## config.mk

```make
export PLATFORM = sky130hd
export DESIGN_NAME = fetcher_flat
export DESIGN_NICKNAME = d
export VERILOG_FILES = /design/src/rtl/riscv_pkg.sv /design/src/rtl/fetcher_if.sv /design/src/rtl/fetcher_icache.sv /design/src/rtl/fetcher.sv /design/src/flat_wrapper.sv
export SDC_FILE = /design/constraint.sdc
export NUM_CORES = 2
export LEC_CHECK = 0
export ABC_AREA = 0
export CORE_MARGIN = 2
export CORE_UTILIZATION = 60
export DETAILED_ROUTE_END_ITERATION = 6
export GPL_ROUTABILITY_DRIVEN = 0
export PLACE_DENSITY = 0.77
export SLEW_MARGIN = 10
export SYNTH_ARGS = -nofsm -noshare
export SYNTH_HDL_FRONTEND = slang
export SYNTH_HIERARCHICAL = 1
export SYNTH_SLANG_ARGS = --single-unit
```

## constraint.sdc

```tcl
create_clock -name clk_in -period 6.2 [get_ports clk_in]
set_clock_uncertainty 0.15 [all_clocks]
set_input_delay 0.93 -clock clk_in [delete_from_list [all_inputs] [get_ports clk_in]]
set_output_delay 0.93 -clock clk_in [all_outputs]
set_load 0.005 [all_outputs]
```

## src/rtl/riscv_pkg.sv

```systemverilog
// Shared fetch-stage definitions: data width, cache geometry, FSM states.
package riscv_pkg;

    localparam int unsigned XLEN         = 32;
    localparam int unsigned ICACHE_LINES = 32;
    localparam int unsigned INDEX_W      = $clog2(ICACHE_LINES);
    localparam int unsigned TAG_W        = XLEN - 2 - INDEX_W;

    typedef enum logic {
        IDLE,
        WAIT_MEM
    } fetch_state_t;

endpackage

```

## src/rtl/fetcher_if.sv

```systemverilog
// Fetch-stage bus: memory request/return, issue output, ROB redirect.
interface fetcher_if;
    import riscv_pkg::*;

    logic [XLEN-1:0] pc_to_mem;
    logic            en_to_mem;
    logic            drop_flag_to_mem;
    logic            done_flag_from_mem;
    logic [XLEN-1:0] inst_from_mem;
    logic            stall_from_issue;
    logic            inst_valid_to_issue;
    logic [XLEN-1:0] inst_to_issue;
    logic [XLEN-1:0] pc_to_issue;
    logic            flush_from_rob;
    logic [XLEN-1:0] target_pc_from_rob;

    modport master (
        output pc_to_mem, en_to_mem, drop_flag_to_mem,
        output inst_valid_to_issue, inst_to_issue, pc_to_issue,
        input  done_flag_from_mem, inst_from_mem, stall_from_issue,
        input  flush_from_rob, target_pc_from_rob
    );

    modport slave (
        input  pc_to_mem, en_to_mem, drop_flag_to_mem,
        input  inst_valid_to_issue, inst_to_issue, pc_to_issue,
        output done_flag_from_mem, inst_from_mem, stall_from_issue,
        output flush_from_rob, target_pc_from_rob
    );

endinterface

```

## src/rtl/fetcher_icache.sv

```systemverilog
// Direct-mapped one-word-per-line instruction cache, addressed by word (pc[31:2]).
module icache import riscv_pkg::*; #(
    parameter int unsigned LINES = ICACHE_LINES
) (
    input  logic            clk,
    input  logic            rst_n,
    input  logic [XLEN-3:0] lookup_word,
    output logic            hit,
    output logic [XLEN-1:0] hit_data,
    input  logic            fill_en,
    input  logic [XLEN-3:0] fill_word,
    input  logic [XLEN-1:0] fill_data
);

    localparam int unsigned IW = $clog2(LINES);
    localparam int unsigned TW = XLEN - 2 - IW;

    logic [LINES-1:0] valid;
    logic [TW-1:0]    tags  [LINES];
    logic [XLEN-1:0]  lines [LINES];

    logic [IW-1:0] lookup_idx;
    logic [TW-1:0] lookup_tag;
    logic [IW-1:0] fill_idx;
    logic [TW-1:0] fill_tag;

    assign lookup_idx = lookup_word[IW-1:0];
    assign lookup_tag = lookup_word[XLEN-3:IW];
    assign fill_idx   = fill_word[IW-1:0];
    assign fill_tag   = fill_word[XLEN-3:IW];

    assign hit      = valid[lookup_idx] && (tags[lookup_idx] == lookup_tag);
    assign hit_data = lines[lookup_idx];

    // Valid bits: cleared asynchronously on reset, set on fill.
    always_ff @(posedge clk or negedge rst_n) begin
        if (!rst_n) begin
            valid <= '0;
        end else if (fill_en) begin
            valid[fill_idx] <= 1'b1;
        end
    end

    // Tag/data storage: written on fill only, contents meaningless while invalid.
    always_ff @(posedge clk) begin
        if (fill_en) begin
            tags[fill_idx]  <= fill_tag;
            lines[fill_idx] <= fill_data;
        end
    end

endmodule

```

## src/rtl/fetcher.sv

```systemverilog
// Instruction fetch: cache lookup, single outstanding miss, ROB redirect.
module fetcher import riscv_pkg::*; #(
    parameter int unsigned ICACHE_LINES = riscv_pkg::ICACHE_LINES
) (
    input  logic      clk_in,
    input  logic      rst_in,
    input  logic      rdy_in,
    fetcher_if.master bus
);

    fetch_state_t    state, state_next;
    logic [XLEN-1:0] pc, pc_next;
    logic [XLEN-1:0] pc_mem_q, pc_mem_next;
    logic            en_q, en_next;
    logic            drop_q, drop_next;
    logic            iv_q, iv_next;
    logic [XLEN-1:0] inst_q, inst_next;
    logic [XLEN-1:0] pc_issue_q, pc_issue_next;
    logic            fill_req;
    logic            hit;
    logic [XLEN-1:0] hit_data;

    icache #(.LINES(ICACHE_LINES)) u_icache (
        .clk         (clk_in),
        .rst_n       (rst_in),
        .lookup_word (pc[XLEN-1:2]),
        .hit         (hit),
        .hit_data    (hit_data),
        .fill_en     (fill_req && rdy_in),
        .fill_word   (pc[XLEN-1:2]),
        .fill_data   (bus.inst_from_mem)
    );

    assign bus.pc_to_mem           = pc_mem_q;
    assign bus.en_to_mem           = en_q;
    assign bus.drop_flag_to_mem    = drop_q;
    assign bus.inst_valid_to_issue = iv_q;
    assign bus.inst_to_issue       = inst_q;
    assign bus.pc_to_issue         = pc_issue_q;

    // Next-state and registered-output decode; flush overrides everything except a same-cycle fill.
    always_comb begin
        state_next    = state;
        pc_next       = pc;
        pc_mem_next   = pc_mem_q;
        en_next       = 1'b0;
        drop_next     = 1'b0;
        iv_next       = 1'b0;
        inst_next     = inst_q;
        pc_issue_next = pc_issue_q;
        fill_req      = 1'b0;
        if (bus.flush_from_rob) begin
            pc_next    = bus.target_pc_from_rob;
            state_next = IDLE;
            if (state == WAIT_MEM) begin
                if (bus.done_flag_from_mem) fill_req  = 1'b1;
                else                        drop_next = 1'b1;
            end
        end else begin
            case (state)
                IDLE: begin
                    if (!hit) begin
                        en_next     = 1'b1;
                        pc_mem_next = pc;
                        state_next  = WAIT_MEM;
                    end else if (!bus.stall_from_issue) begin
                        iv_next       = 1'b1;
                        inst_next     = hit_data;
                        pc_issue_next = pc;
                        pc_next       = pc + 32'd4;
                    end
                end
                WAIT_MEM: begin
                    if (bus.done_flag_from_mem) begin
                        fill_req   = 1'b1;
                        state_next = IDLE;
                        if (!bus.stall_from_issue) begin
                            iv_next       = 1'b1;
                            inst_next     = bus.inst_from_mem;
                            pc_issue_next = pc;
                            pc_next       = pc + 32'd4;
                        end
                    end
                end
                default: state_next = IDLE;
            endcase
        end
    end

    // State and output registers; rdy_in low freezes everything.
    always_ff @(posedge clk_in or negedge rst_in) begin
        if (!rst_in) begin
            state      <= IDLE;
            pc         <= '0;
            pc_mem_q   <= '0;
            en_q       <= 1'b0;
            drop_q     <= 1'b0;
            iv_q       <= 1'b0;
            inst_q     <= '0;
            pc_issue_q <= '0;
        end else if (rdy_in) begin
            state      <= state_next;
            pc         <= pc_next;
            pc_mem_q   <= pc_mem_next;
            en_q       <= en_next;
            drop_q     <= drop_next;
            iv_q       <= iv_next;
            inst_q     <= inst_next;
            pc_issue_q <= pc_issue_next;
        end
    end

endmodule

```

## src/flat_wrapper.sv

```systemverilog
// flat-port wrapper written by rule: the top's interface ports become plain ports
module fetcher_flat import riscv_pkg::*;
#(
    parameter int unsigned ICACHE_LINES = riscv_pkg::ICACHE_LINES
)
  (clk_in, rst_in, rdy_in, bus_pc_to_mem, bus_en_to_mem, bus_drop_flag_to_mem, bus_inst_valid_to_issue, bus_inst_to_issue, bus_pc_to_issue, bus_done_flag_from_mem, bus_inst_from_mem, bus_stall_from_issue, bus_flush_from_rob, bus_target_pc_from_rob);
  fetcher_if bus_i ();
  input  logic clk_in;
  input  logic rst_in;
  input  logic rdy_in;
  output wire logic [$bits(bus_i.pc_to_mem)-1:0] bus_pc_to_mem;
  output wire logic [$bits(bus_i.en_to_mem)-1:0] bus_en_to_mem;
  output wire logic [$bits(bus_i.drop_flag_to_mem)-1:0] bus_drop_flag_to_mem;
  output wire logic [$bits(bus_i.inst_valid_to_issue)-1:0] bus_inst_valid_to_issue;
  output wire logic [$bits(bus_i.inst_to_issue)-1:0] bus_inst_to_issue;
  output wire logic [$bits(bus_i.pc_to_issue)-1:0] bus_pc_to_issue;
  input wire logic [$bits(bus_i.done_flag_from_mem)-1:0] bus_done_flag_from_mem;
  input wire logic [$bits(bus_i.inst_from_mem)-1:0] bus_inst_from_mem;
  input wire logic [$bits(bus_i.stall_from_issue)-1:0] bus_stall_from_issue;
  input wire logic [$bits(bus_i.flush_from_rob)-1:0] bus_flush_from_rob;
  input wire logic [$bits(bus_i.target_pc_from_rob)-1:0] bus_target_pc_from_rob;
  assign bus_pc_to_mem = bus_i.pc_to_mem;
  assign bus_en_to_mem = bus_i.en_to_mem;
  assign bus_drop_flag_to_mem = bus_i.drop_flag_to_mem;
  assign bus_inst_valid_to_issue = bus_i.inst_valid_to_issue;
  assign bus_inst_to_issue = bus_i.inst_to_issue;
  assign bus_pc_to_issue = bus_i.pc_to_issue;
  assign bus_i.done_flag_from_mem = bus_done_flag_from_mem;
  assign bus_i.inst_from_mem = bus_inst_from_mem;
  assign bus_i.stall_from_issue = bus_stall_from_issue;
  assign bus_i.flush_from_rob = bus_flush_from_rob;
  assign bus_i.target_pc_from_rob = bus_target_pc_from_rob;
  fetcher #(.ICACHE_LINES(ICACHE_LINES)) u_core (.clk_in(clk_in), .rst_in(rst_in), .rdy_in(rdy_in), .bus(bus_i));
endmodule
```

==> metrics.cfg <==
[clock_network]
cts_root_buf = clkbuf_16
cts_htree_levels = 4
cts_max_path_buffers = 3
cts_sinks = 1988
clk_latency_ns = 0.81
cts_buffers = 189
path_clk_slew_ns = 0.06
cts_tree = done

[sta]
setup_viol = 0
period_needed_ns = 5.58
max_freq_mhz = 179
post-route-period-util_pct = 90.0
worst_slew_pin_slew_ns = 1.16
tns_ns = 0
layout_setup_ws_ns = 0.621
hold_viol = 0
max_slew_margin_pct = 22.2
rsz0062_at_grt = no
whs_ns = 0.314
report.final.slew_viol_count = 0

[floorplan]
initial_utilization_pct = 60.4
rows = 131
die_area_um2 = 131000
die-height_um = 362
ioPinCount = 169
die_w_um = 362
core_um2 = 128000

[synthesis]
synth_edf_count = 1824
syn-num-nets = 3664
synth_area_um2 = 77000
yosys_register_bits = 1988
syn_avg_cell_area_um2 = 21.4
synth_seq_area_share_pct = 76.4
yosysWarnings = 6
yosys.area.top_type = edfxtp_1
synth.top_cells.by_area = edfxtp_1, mux4_2, dfrtp_1
netlist.area_leader.share_pct = 71.1
synth_flop_cell = edfxtp_1
synthCells = 3593
synthArstFlopShare_pct = 8.25
yosysUniqueCellTypes = 65

[grt]
first_global_vias = 40654
grt_pass1_wl_um = 287000
grt_overflow = 0
grt_start_max_net_pins = 78
grtUsageTotal_pct = 30.8
antenna_found_initial = 2

[power]
p_comb_share_pct = 17.8
leakage_nw = 28.4
swShare_pct = 25.8
p_sw_mw = 8.45
vdd.ir_drop.worst_mv = 0.315
cellPowerDensity_nw_per_um2 = 373
p_int_mw = 24.2
clockPowerShare_pct = 34.4
p_seq_share_pct = 47.9

[final_layout]
ff_latch_area_um2 = 58900
final_common_cell = edfxtp_1
final_nets = 4007
layout_common_cells = edfxtp_1, mux4_2, clkbuf_16, clkdlybuf4s50_1, dfrtp_1
multi_input_area_um2 = 17400
drive_gt1_share_pct = 26.0
area_growth_pct = 13.8
stdcell_count = 5759
fillCellCount = 7516

[hold_path]
hold_path.class = register to register
whs_path_depth = 1
holdPathEnd = u_core/u_icache/valid[21]
min-delay-start = u_core/u_icache/valid[21]

[route]
totalWireLength_um = 199000
drtIter0Drc = 6160
drc_errors = 0
viasPerCell = 7.01
vias = 40346
final_antenna_net_count = 0
wl_per_cell_um = 34.6
first_pass_iters = 6

[place]
placed_cells = 5405
pre_cts_ws_ns = 0.544
dpl.hpwl_um = 103000
io_buffers = 168

[job]
cap_viol_max_count = 0

[critical_path]
r2r_end = u_core/pc[25]
critical_path_class = register to register
worstRegToRegCells = 15
worstPathArrival_ns = 6.18
crit_fanout = 28
startpoint_type = register
cp.required_ns = 6.80
r2r-start = u_core/pc[2]
end_kind = register
reg2reg_slack_ns = 0.62

[status]
status = finished, final reports clean

==> worst max-delay path, stage by stage, from the launching register on <==
cell	delay [ns]
dfrtp_4	0.84
buf_12	0.28
buf_4	0.27
mux4_1	0.63
mux2i_1	0.22
mux2_2	0.18
a32oi_1	0.24
xnor2_1	0.29
nand2_1	0.08
nor4_1	0.34
nor4b_4	0.53
mux2i_1	0.25
nor2_1	0.51
nand2_2	0.09
or4_1	0.48
nand3_1	0.09
==> layout make-up <==
type	instances	area share (%)
well taps	1662	2.37
repair buffers	339	3.68
clock inverters	90	0.973
diodes	2	0.00571
flip-flops and latches	1988	67.2
clock buffers	260	5.90
inverters	11	0.0556
multi-input cells	1407	19.9
==> power groups by stage <==
stage | combinational, mW | clock (mW) | sequential (mW)
floorplan | 3.48 | 0 | 15.9
global placement | 5.55 | 0 | 15.9
detailed placement | 5.65 | 0 | 15.9
CTS | 5.75 | 11.3 | 15.7
global route | 6.11 | 11.8 | 15.7
finish | 5.80 | 11.2 | 15.6
==> metrics by stage <==
step	total power, mW	utilization, %	cell area (um^2)
after detailed placement	21.6	64.0	81600
after floorplan	19.4	-	77000
after CTS	32.7	68.7	87700
after global routing	33.6	68.8	87700
after global placement	21.5	64.0	81600
final	32.7	68.8	87700
==> timing repair <==
item	CTS	global route
gates resized for setup	0	1
hold buffers	1	0
endpoints found under the hold margin	57	0
endpoints found under the setup margin	0	1
setup buffers	0	1
==> sequential cells by signal, indices dropped and copies added (netlist names) <==
name / flops
u_core/u_icache/lines: 1024
u_core/bus.pc_to_mem: 32
u_core/u_icache/tags: 800
u_core/pc: 32
u_core/u_icache/valid: 32
u_core/bus.inst_valid_to_issue: 1
u_core/bus.pc_to_issue: 32
u_core/bus.inst_to_issue: 32
u_core/state: 1
u_core/bus.drop_flag_to_mem: 1
u_core/bus.en_to_mem: 1
==> metal layers <==
layer | GRT usage [%] | part of all wire [%] | wire (um)
met5 | 0 | 0.0045 | 9
met4 | 10.2 | 3.3 | 6500
met3 | 7.41 | 13 | 25900
met2 | 48.3 | 48 | 96000
met1 | 43.5 | 36 | 70800
==> synth_stat cells, drive strengths merged, types with 27 or more instances <==
| library cell | count |
|---|---|
| a21oi | 65 |
| a22oi | 51 |
| buf | 130 |
| clkbuf | 57 |
| dfrtp | 164 |
| edfxtp | 1824 |
| mux2 | 75 |
| mux2i | 142 |
| mux4 | 485 |
| nand2 | 146 |
| nand3 | 40 |
| nor2 | 121 |
| o21ai | 37 |
| o22ai | 27 |
| or2 | 33 |
==> worst max-delay path by stage <==
stage	startpoint	endpoint	slack, ns
final	u_core/pc[2]	u_core/pc[25]	0.62
after floorplan	u_core/state	u_core/u_icache/lines[12][0]	1.23
after global routing	u_core/pc[2]	u_core/pc[25]	0.27
after detailed placement	u_core/pc[3]	u_core/pc[25]	0.54
after global placement	u_core/pc[3]	u_core/pc[25]	0.57
after CTS	u_core/pc[2]	u_core/pc[25]	0.45
==> kinds of logic after synthesis <==
logic type / share of synthesized area, %
AO/OA/AOI/OAI: 2.08
XOR/XNOR: 0.250
adder cells (fa/ha/maj): 0.0162
buffers and inverters: 1.33
flip-flops: 76.4
multiplexers: 17.2
AND/OR/NAND/NOR: 2.72
(Power assumes the default switching activity.)
